--- src/rtl/alu_pkg.sv ---
// alu_pkg: shared ALU opcodes, pipeline register types and width defaults
package alu_pkg;
  localparam int ALU_XLEN = 32;
  localparam int ALU_REGS_AW = 5;
  typedef enum logic [3:0] {
    ADD  = 4'd0,
    SUB  = 4'd1,
    AND  = 4'd2,
    OR   = 4'd3,
    XOR  = 4'd4,
    SLT  = 4'd5,
    SLTU = 4'd6,
    SLL  = 4'd7,
    SRL  = 4'd8,
    SRA  = 4'd9
  } alu_op_e;
  typedef struct packed {
    logic                   valid;
    alu_op_e                op;
    logic [ALU_XLEN-1:0]    a;
    logic [ALU_XLEN-1:0]    b;
    logic [ALU_REGS_AW-1:0] rd;
    logic                   we;
  } ex_reg_t;
  typedef struct packed {
    logic                   valid;
    logic [ALU_REGS_AW-1:0] rd;
    logic                   we;
    logic [ALU_XLEN-1:0]    data;
  } wb_reg_t;
endpackage

--- src/rtl/alu_fwd_sel.sv ---
// alu_fwd_sel: resolves one source operand against EX, WB and external writeback
module alu_fwd_sel
  import alu_pkg::*;
#(
  parameter int XLEN    = ALU_XLEN,
  parameter int REGS_AW = ALU_REGS_AW
) (
  input  logic [REGS_AW-1:0] rs,
  input  logic [XLEN-1:0]    rf_data,
  input  logic               ex_valid,
  input  logic               ex_we,
  input  logic [REGS_AW-1:0] ex_rd,
  input  logic [XLEN-1:0]    ex_data,
  input  logic               wb_valid,
  input  logic               wb_we,
  input  logic [REGS_AW-1:0] wb_rd,
  input  logic [XLEN-1:0]    wb_data,
  input  logic               ext_we,
  input  logic [REGS_AW-1:0] ext_rd,
  input  logic [XLEN-1:0]    ext_data,
  output logic [XLEN-1:0]    fwd_data,
  output logic               hazard
);
  logic nz, ex_hit, wb_hit, ext_hit;
  always_comb begin
    nz       = rs != '0;
    ex_hit   = nz && ex_valid && ex_we && ex_rd == rs;
    wb_hit   = nz && wb_valid && wb_we && wb_rd == rs;
    ext_hit  = nz && ext_we && ext_rd == rs;
    fwd_data = !nz ? '0 : ex_hit ? ex_data : wb_hit ? wb_data : ext_hit ? ext_data : rf_data;
    hazard   = ex_hit || wb_hit;
  end
endmodule

--- src/rtl/alu_issue.sv ---
// alu_issue: operand issue / result capture around an external ALU.
// ALU_ISSUE_FWD_EN builds the forwarding network; otherwise hazards interlock.
module alu_issue
  import alu_pkg::*;
#(
  parameter int XLEN    = ALU_XLEN,
  parameter int REGS_AW = ALU_REGS_AW
) (
  input  logic               clk,
  input  logic               rst,
  input  logic               flush,
  input  logic               in_valid,
  output logic               in_ready,
  input  logic [3:0]         in_op,
  input  logic [REGS_AW-1:0] in_rs1,
  input  logic [REGS_AW-1:0] in_rs2,
  input  logic [REGS_AW-1:0] in_rd,
  input  logic               in_rd_we,
  input  logic               in_use_imm,
  input  logic [XLEN-1:0]    in_imm,
  output logic [REGS_AW-1:0] rf_rs1_addr,
  output logic [REGS_AW-1:0] rf_rs2_addr,
  input  logic [XLEN-1:0]    rf_rs1_data,
  input  logic [XLEN-1:0]    rf_rs2_data,
  input  logic               wb_we,
  input  logic [REGS_AW-1:0] wb_rd,
  input  logic [XLEN-1:0]    wb_data,
  output logic [3:0]         alu_op,
  output logic [XLEN-1:0]    alu_a,
  output logic [XLEN-1:0]    alu_b,
  input  logic [XLEN-1:0]    alu_y,
  output logic               out_valid,
  input  logic               out_ready,
  output logic [REGS_AW-1:0] out_rd,
  output logic               out_we,
  output logic [XLEN-1:0]    out_data,
  output logic [15:0]        stall_cnt
);
  ex_reg_t ex_q, ex_d;
  wb_reg_t wb_q, wb_d;
  logic [15:0] stall_q, stall_d;
  logic [XLEN-1:0] fwd1, fwd2, rs1_val, rs2_val, b_val;
  logic haz1, haz2, interlock, wb_adv, wb_load, xfer;

  alu_fwd_sel #(.XLEN(XLEN), .REGS_AW(REGS_AW)) u_fwd_rs1 (
    .rs(in_rs1), .rf_data(rf_rs1_data),
    .ex_valid(ex_q.valid), .ex_we(ex_q.we), .ex_rd(ex_q.rd), .ex_data(alu_y),
    .wb_valid(wb_q.valid), .wb_we(wb_q.we), .wb_rd(wb_q.rd), .wb_data(wb_q.data),
    .ext_we(wb_we), .ext_rd(wb_rd), .ext_data(wb_data),
    .fwd_data(fwd1), .hazard(haz1)
  );

  alu_fwd_sel #(.XLEN(XLEN), .REGS_AW(REGS_AW)) u_fwd_rs2 (
    .rs(in_rs2), .rf_data(rf_rs2_data),
    .ex_valid(ex_q.valid), .ex_we(ex_q.we), .ex_rd(ex_q.rd), .ex_data(alu_y),
    .wb_valid(wb_q.valid), .wb_we(wb_q.we), .wb_rd(wb_q.rd), .wb_data(wb_q.data),
    .ext_we(wb_we), .ext_rd(wb_rd), .ext_data(wb_data),
    .fwd_data(fwd2), .hazard(haz2)
  );

`ifdef ALU_ISSUE_FWD_EN
  logic unused_haz;
  assign unused_haz = haz1 | haz2;
  assign rs1_val    = fwd1;
  assign rs2_val    = fwd2;
  assign interlock  = 1'b0;
`else
  // The external writeback is assumed to land in the RF before the read, so only EX/WB stall.
  logic unused_fwd;
  assign unused_fwd = ^{fwd1, fwd2};
  assign rs1_val    = in_rs1 == '0 ? '0 : rf_rs1_data;
  assign rs2_val    = in_rs2 == '0 ? '0 : rf_rs2_data;
  assign interlock  = haz1 || (!in_use_imm && haz2);
`endif

  always_comb begin
    wb_adv     = ex_q.valid && (!wb_q.valid || out_ready);
    in_ready   = !flush && (!ex_q.valid || wb_adv) && !interlock;
    xfer       = in_valid && in_ready;
    wb_load    = wb_adv && !flush;
    b_val      = in_use_imm ? in_imm : rs2_val;
    ex_d       = xfer ? '{valid: 1'b1, op: alu_op_e'(in_op), a: rs1_val, b: b_val, rd: in_rd, we: in_rd_we} : ex_q;
    ex_d.valid = xfer || (ex_q.valid && !flush && !wb_adv);
    wb_d       = wb_load ? '{valid: 1'b1, rd: ex_q.rd, we: ex_q.we, data: alu_y} : wb_q;
    wb_d.valid = wb_load || (wb_q.valid && !out_ready);
    stall_d    = (in_valid && !in_ready && stall_q != 16'hFFFF) ? stall_q + 16'd1 : stall_q;
  end

  always_ff @(posedge clk or posedge rst) begin
    if (rst) begin
      ex_q    <= '0;
      wb_q    <= '0;
      stall_q <= '0;
    end else begin
      ex_q    <= ex_d;
      wb_q    <= wb_d;
      stall_q <= stall_d;
    end
  end

  assign rf_rs1_addr = in_rs1;
  assign rf_rs2_addr = in_rs2;
  assign alu_op      = ex_q.op;
  assign alu_a       = ex_q.a;
  assign alu_b       = ex_q.b;
  assign out_valid   = wb_q.valid;
  assign out_rd      = wb_q.rd;
  assign out_we      = wb_q.we;
  assign out_data    = wb_q.data;
  assign stall_cnt   = stall_q;
endmodule

--- config.mk ---
export PLATFORM = sky130hd
export DESIGN_NAME = alu_issue
export DESIGN_NICKNAME = d
export VERILOG_FILES = /design/src/rtl/alu_pkg.sv /design/src/rtl/alu_fwd_sel.sv /design/src/rtl/alu_issue.sv
export SDC_FILE = /design/constraint.sdc
export NUM_CORES = 1
export LEC_CHECK = 0
export ABC_AREA = 1
export CAP_MARGIN = 20
export CELL_PAD_IN_SITES_DETAIL_PLACEMENT = 1
export CELL_PAD_IN_SITES_GLOBAL_PLACEMENT = 1
export CORE_MARGIN = 2
export CORE_UTILIZATION = 29
export CTS_CLUSTER_SIZE = 12
export DETAILED_ROUTE_END_ITERATION = 16
export MAX_ROUTING_LAYER = met4
export PLACE_DENSITY_LB_ADDON = 0.1
export SLEW_MARGIN = 20
export SYNTH_ARGS = -nofsm -noshare
export SYNTH_HDL_FRONTEND = slang
export SYNTH_HIERARCHICAL = 1
export SYNTH_SLANG_ARGS = --single-unit
--- constraint.sdc ---
create_clock -name clk -period 12.2 [get_ports clk]
set_input_delay 1.83 -clock clk [delete_from_list [all_inputs] [get_ports clk]]
set_output_delay 1.83 -clock clk [all_outputs]
set_load 0.05 [all_outputs]
**Yosys cells after proc, flatten, opt, wreduce, memory -nomap -nowiden**

Cells that the tools add are included.

- Flip-flop bits (word level): 130
- Input port bits: 192
- Logic and storage cells: 62

- $add $sub $neg: 1
- Equal/unequal tests: 5
- Multiplexer cells: 3
- Reduce and logical (&&, ||, !) cells: 42

Operators with widths:

| cell | number |
|---|---|
| two-way mux 32 bit | 3 |
| logical AND 1 bit | 23 |
| == test 5 bit | 4 |
| adder 16 x 1 -> 16 bit, second input constant | 1 |
| != test 16 bit, second input constant | 1 |
| zero test 5 bit | 2 |
| nonzero test 5 bit | 2 |
| zero test 1 bit | 8 |
| logical OR 1 bit | 7 |

**Longest topological paths before layout**

Gate-level depths: netlist (run 1).

- Depth in word-level cells: 12
- Mapped depth: 16

**Cells and area by module**

Netlist (run 1), hierarchy kept.

Modules (own cells, without submodules):

| module | times used | cells each | area each (um^2) | sequential area each (um^2) |
|---|---|---|---|---|
| alu_issue | 1 | 760 | 6458.7 | 3253.1 |
| alu_fwd_sel | 2 | 453 | 1948.1 | 0.0 |

**Least setup slack after synthesis (run 1)**

OpenSTA, ideal clock, no wires.

- Path type: input -> output
- From: input in_rs1[0]
- To: output in_ready
- Arrival time: 3430 ps
- Data required time: 10370 ps
- Path slack: 6940 ps
- Cell stages on the path: 8
- Path buffers: 0
- Path through: nor2_1 > nand4_1 > and2_4 > nand2_4 > o21ai_0 > nor2_1 > nand2_1 > nor2_1

- Cells in the longest elaborated chain, start to end: 8
- Elaborated cells between the ends (all ways): 13

RTL lines:

| what | RTL line | source |
|---|---|---|
| start: declaration | alu_issue.sv:15 | `input logic [REGS_AW-1:0] in_rs1,` |
| nonzero test 5 bit | alu_fwd_sel.sv:26 | `nz = rs != '0;` |
| logical AND 1 bit (on tied branches) (3 in a row) | alu_fwd_sel.sv:27, alu_fwd_sel.sv:28 |  |
| logical OR 1 bit (*) | alu_fwd_sel.sv:31 | `hazard = ex_hit \|\| wb_hit;` |
| via haz1 | alu_issue.sv:43 | `logic haz1, haz2, interlock, wb_adv, wb_load, xfer;` |
| logical OR 1 bit (*) | alu_issue.sv:73 | `assign interlock = haz1 \|\| (!in_use_imm && haz2);` |
| zero test 1 bit (*) | alu_issue.sv:78 | `in_ready = !flush && (!ex_q.valid \|\| wb_adv) && !interlock;` |
| logical AND 1 bit (*) | alu_issue.sv:78 |  |
| end: declaration | alu_issue.sv:13 | `output logic in_ready,` |

Mark *: on every way through the listed nets, which the timed path passes. The rest lies on a longest branch.

**Final worst setup path (run 1)**

- From: input in_use_imm
- To: output in_ready

- Cells in the longest elaborated chain, start to end: 5

RTL lines:

| what | RTL line | source |
|---|---|---|
| start: declaration | alu_issue.sv:19 | `input logic in_use_imm,` |
| zero test 1 bit | alu_issue.sv:73 |  |
| logical AND 1 bit | alu_issue.sv:73 |  |
| logical OR 1 bit | alu_issue.sv:73 |  |
| zero test 1 bit | alu_issue.sv:78 |  |
| logical AND 1 bit | alu_issue.sv:78 |  |

Every way passes these cells.

==> impl_metrics.yaml, run 1 <==
status:
  status: "complete, no violations"
timing:
  rsz0062_at_grt: "no"
  finalSetupViolCount: 0
  finalCriticalPeriod_ns: 6.29
  finalCritPeriodShare: 0.516
  max_freq_ghz: 0.159
  slew_violations: 0
  tightestPinTransition_ns: 0.939
  holdWs_ns: 0.470
  hold_viol: 0
  fin_skew_ns: 0.0120
  relSlewSlack: 0.373
  final.setup.tns_ns: 0
  setup_ws_ns: 5.91
power:
  internal_power_mw: 1.09
  p_sw_mw: 0.688
  power_frac_seq: 0.318
  ir_drop_v: 0.000113
  combPwrFrac: 0.363
  clkPwrFrac: 0.319
  p_sw_frac: 0.388
  power_leakage_nw: 4.81
  p_per_area_nw_per_um2: 175
route:
  ant_nets: 0
  first_pass_iters: 4
  wl_met3_um: 1560
  drcViolationCount: 0
  num_vias: 6166
  routed_wl_um: 22900
  wl_met2_um: 10600
  top_layer_used: "met4"
  first_iter_violations: 241
  wl_met1_um: 10500
  wl_per_cell_um: 16.3
  vias_per_cell: 4.38
synth:
  syn_area_um2: 6950
  syn_nets: 1069
  synth_area_per_cell_um2: 7.93
  ys_warn_count: 6
  synthCells: 876
die:
  start_util: 0.296
  core-area_um2: 23500
  pin_count: 326
  die_w_um: 159
  die_area_um2: 25200
  fp.dieH_um: 159
  fp-row-count: 56
global_route:
  antenna_found_initial: 1
  grt_max_degree: 82
  grt_first_pass_wirelength_um: 36600
  grt_use_total: 0.190
  gr-total-overflow: 0
  first_global_vias: 6477
clock_network:
  cts_buffer_depth: 2
  root_buffer: "clkbuf_16"
  htree_levels: 4
  cts.sinks: 130
  cts_setup_buffers: 0
  postCtsHoldBufs: 0
  cts_made_buffers: 17
  ctsResizeCount: 0
  clk_latency_ns: 0.43
  path_clk_slew_ns: 0.06
  cts_tree: "built"
worst_setup_path:
  crit_path_cell_trace: "clkdlybuf4s50_1, buf_4, inv_2, nand2_2, nand2_1, nor2_1, clkdlybuf4s50_1"
  r2r-start: "out_rd[1]$_DFFE_PP0P_"
  slowest_delay_ns: 0.91
  startpoint_type: "input pin"
  arrival_ns: 4.46
  cp-end-kind: "output pin"
  ff2ff_path_depth: 12
  critical_path.slowest_cell: "clkdlybuf4s50_1"
  required_ns: 10.37
  regToRegSetupSlack_ns: 9.51
  critical_path_class: "input pin to output pin"
  r2r_end: "alu_b[26]$_DFFE_PP0P_"
  path_max_fanout: 33
  cpMostUsedCell: "clkdlybuf4s50_1"
cells_and_area:
  synthToLayoutAreaGrowth_pct: 45.8
  nets: 1269
  drive_above_1_share: 0.0983
  fillers: 2793
  final_cell_area_um2: 10100
  stdcell_count: 1409
placed_design:
  placedInstanceArea_um2: 9500
  dp.final_hpwl_um: 16000
  place_inst: 1376
  gp_congestion: 0.793
  io_buffers: 287
  pre_cts_ws_ns: 5.82
min_path:
  holdPathEnd: "alu_op[3]$_DFFE_PP0P_"
  hold_path.class: "register to register"
  hold_depth: 2
  min_from: "alu_op[3]$_DFFE_PP0P_"
job:
  drv_cap: 0
layer usage:
layer | vias up | track usage
met3 | 15 | 0.0543
met2 | 194 | 0.305
met1 | 2919 | 0.236
met4 | 0 | 0.0505
li1 | 3038 | -
met5 | - | -
critical path: cells and delay by family:
family	cells	cell delay, ns
AND/OR/NAND/NOR	3	0.48
buffers and inverters	4	2.13
power groups by stage:
stage / combinational [mW] / sequential (mW) / clock (mW)
finish: 0.644 / 0.565 / 0.565
global route: 0.683 / 0.577 / 0.594
CTS: 0.653 / 0.566 / 0.582
detailed placement: 0.650 / 0.573 / 0
global placement: 0.648 / 0.569 / 0
floorplan: 0.317 / 0.701 / 0
sequential cells by signal, indices dropped and copies added (netlist names):
signal,count
out_data,32
out_rd,5
out_we,1
alu_op,4
stall_cnt,16
out_valid,1
ex_q,7
alu_b,32
alu_a,32
per-stage QoR:
stage               power [mW]   util
floorplan                 1.02      -
global placement          1.22  0.405
detailed placement        1.22  0.405
CTS                       1.80  0.431
global route              1.85  0.432
finish                    1.77  0.432
area by class of cell:
type | instances | area, um^2 | area share
clock buffer | 18 | 429 | 0.0424
inverter | 58 | 223 | 0.0220
timing repair buffer | 294 | 2930 | 0.289
antenna | 1 | 2.50 | 0.000247
sequential | 130 | 3250 | 0.321
tap | 319 | 399 | 0.0394
clock inverter | 14 | 200 | 0.0198
multi-input combinational | 575 | 2700 | 0.266
worst max path at each step:
stage                    start                    to  slack, ns  cells past startpoint
floorplan                  rst  alu_a[0]$_DFFE_PP0P_       6.90                      1
global placement    in_use_imm              in_ready       5.85                      7
detailed placement  in_use_imm              in_ready       5.82                      7
CTS                 in_use_imm              in_ready       5.81                      7
global route        in_use_imm              in_ready       5.68                      7
finish              in_use_imm              in_ready       5.91                      7
layout by cell type, fill, tap and decap left out, types with 6 or more instances in the layout:
| cell | n |
|---|---|
| nand4_1 | 9 |
| clkdlybuf4s50_1 | 287 |
| inv_6 | 6 |
| inv_2 | 13 |
| mux2_2 | 37 |
| o21ai_0 | 6 |
| dfrtp_1 | 130 |
| clkbuf_16 | 17 |
| buf_4 | 7 |
| nand2_1 | 381 |
| inv_1 | 44 |
| nor2_1 | 30 |
| nand3_1 | 83 |
Note: power is estimated with default switching activity, not from simulation.
==> run 2: changes to the inputs <==
==> constraint.sdc (replaced) <==
create_clock -name clk -period 5.75 [get_ports clk]
set_input_delay 0.8625 -clock clk [delete_from_list [all_inputs] [get_ports clk]]
set_output_delay 0.8625 -clock clk [all_outputs]
set_load 0.05 [all_outputs]
==> run 2 against run 1 <==
Compared with the run above:
- core utilization barely moved
- clock power rose by 110%
- flip-flop and latch count stayed put
- routed wire length is 0.77% higher
- count of clock-buffer cells in the layout is the same
- worst setup slack worse by 3.9 ns
- hold slack better by 0.0069 ns
- die area is the same
- critical path type unchanged
==> impl_metrics.yaml, run 2 (synthesized netlist as in run 1, its figures left out) <==
status:
  status: "complete, no violations"
global_route:
  first_global_vias: 6433
  grt_first_pass_wirelength_um: 36700
  grt_use_total: 0.190
  gr-total-overflow: 0
  grt_max_degree: 85
  antenna_found_initial: 2
timing:
  relSlewSlack: 0.420
  holdWs_ns: 0.477
  finalSetupViolCount: 0
  final.setup.tns_ns: 0
  rsz0062_at_grt: "no"
  slew_violations: 0
  setup_ws_ns: 2.04
  finalCritPeriodShare: 0.645
  max_freq_ghz: 0.270
  fin_skew_ns: 0.0115
  tightestPinTransition_ns: 0.871
  hold_viol: 0
  finalCriticalPeriod_ns: 3.71
placed_design:
  dp.final_hpwl_um: 16100
  io_buffers: 287
  gp_congestion: 0.794
  pre_cts_ws_ns: 1.72
cells_and_area:
  fillers: 2791
  drive_above_1_share: 0.0991
  synthToLayoutAreaGrowth_pct: 45.9
  layout_commonest_cell: "nand2_1"
  nets: 1270
  final_cell_mix: "nand2_1, clkdlybuf4s50_1, dfrtp_1"
power:
  power_leakage_nw: 4.82
  p_per_area_nw_per_um2: 371
  p_sw_mw: 1.46
  p_sw_frac: 0.387
  combPwrFrac: 0.364
  ir_drop_v: 0.000283
  power_frac_seq: 0.319
  clkPwrFrac: 0.317
  internal_power_mw: 2.30
worst_setup_path:
  arrival_ns: 2.84
  path_max_fanout: 33
  startpoint_type: "input pin"
  required_ns: 4.89
  critical_path_class: "input pin to output pin"
  cp-end-kind: "output pin"
clock_network:
  postCtsHoldBufs: 0
  cts_tree: "built"
  path_clk_slew_ns: 0.07
  ctsResizeCount: 0
  clk_latency_ns: 0.42
  cts.sinks: 130
  cts_buffer_depth: 2
  htree_levels: 4
  root_buffer: "clkbuf_16"
  cts_made_buffers: 17
  cts_setup_buffers: 0
route:
  ant_nets: 0
  first_pass_iters: 4
  vias_per_cell: 4.41
  wl_per_cell_um: 16.4
  routed_wl_um: 23100
  first_iter_violations: 274
  drcViolationCount: 0
  num_vias: 6226
die:
  start_util: 0.296
  die_w_um: 159
  die_area_um2: 25200
  fp-row-count: 56
  fp.dieH_um: 159
  core-area_um2: 23500
  pin_count: 326
job:
  drv_cap: 0
min_path:
  hold_path.class: "register to register"
## run 2: cell count changes in the layout (fill, tap and decap cells not counted), sizes merged
| cell | change |
|---|---|
| diode | +1 |
| clkdlybuf4s50 | -1 |
| clkinv | +1 |
| inv | -1 |
| buf | +2 |
## run 2: through the flow
| step | util | cells | area (um^2) | power, mW |
|---|---|---|---|---|
| floorplan | - | 876 | 6950 | 2.16 |
| global placement | 0.405 | 1377 | 9500 | 2.58 |
| detailed placement | 0.405 | 1377 | 9500 | 2.60 |
| CTS | 0.432 | 1409 | 10100 | 3.82 |
| global route | 0.432 | 1411 | 10100 | 3.94 |
| finish | 0.432 | 1411 | 10100 | 3.76 |
## run 2: path summary, 6_finish.rpt
| kind | start | end | slack [ns] | depth (start not counted) |
|---|---|---|---|---|
| hold / removal | alu_op[1]$_DFFE_PP0P_ | alu_op[1]$_DFFE_PP0P_ | 0.48 | 2 |
| max in group asynchronous | rst | alu_a[7]$_DFFE_PP0P_ | 3.54 | 3 |
| min in group asynchronous | rst | alu_a[6]$_DFFE_PP0P_ | 0.95 | 2 |
| hold reg to reg | alu_op[1]$_DFFE_PP0P_ | alu_op[1]$_DFFE_PP0P_ | 0.48 | 2 |
| setup reg to reg | out_rd[1]$_DFFE_PP0P_ | alu_b[14]$_DFFE_PP0P_ | 2.96 | 12 |
| setup / recovery | in_use_imm | in_ready | 2.04 | 7 |
## run 2: per-layer routing
metal / track usage / vias up / wire length, um
li1: - / 3057 / -
met1: 0.241 / 2961 / 10600
met2: 0.296 / 191 / 10600
met3: 0.0590 / 17 / 1660
met4: 0.0505 / 0 / 259
met5: - / - / 0
## run 2: layout make-up
class | instances | area, um^2 | share of cell area
sequential | 130 | 3250 | 0.321
inverter | 58 | 223 | 0.0220
tap | 319 | 399 | 0.0394
multi-input combinational | 575 | 2690 | 0.266
timing repair buffer | 295 | 2930 | 0.289
clock inverter | 14 | 203 | 0.0200
clock buffer | 18 | 429 | 0.0423
antenna | 2 | 5.00 | 0.000494
## run 2: power by group through the flow
| stage | clock network, mW | registers [mW] | logic (mW) |
|---|---|---|---|
| floorplan | 0 | 1.49 | 0.673 |
| global placement | 0 | 1.21 | 1.37 |
| detailed placement | 0 | 1.22 | 1.38 |
| CTS | 1.23 | 1.20 | 1.39 |
| global route | 1.26 | 1.23 | 1.45 |
| finish | 1.19 | 1.20 | 1.37 |
## run 2: critical path, stage by stage
cell             delay, ns
clkdlybuf4s50_1       0.46
buf_4                 0.38
inv_2                 0.42
nand2_2               0.22
nand2_1               0.07
nor2_1                0.18
buf_4                 0.25
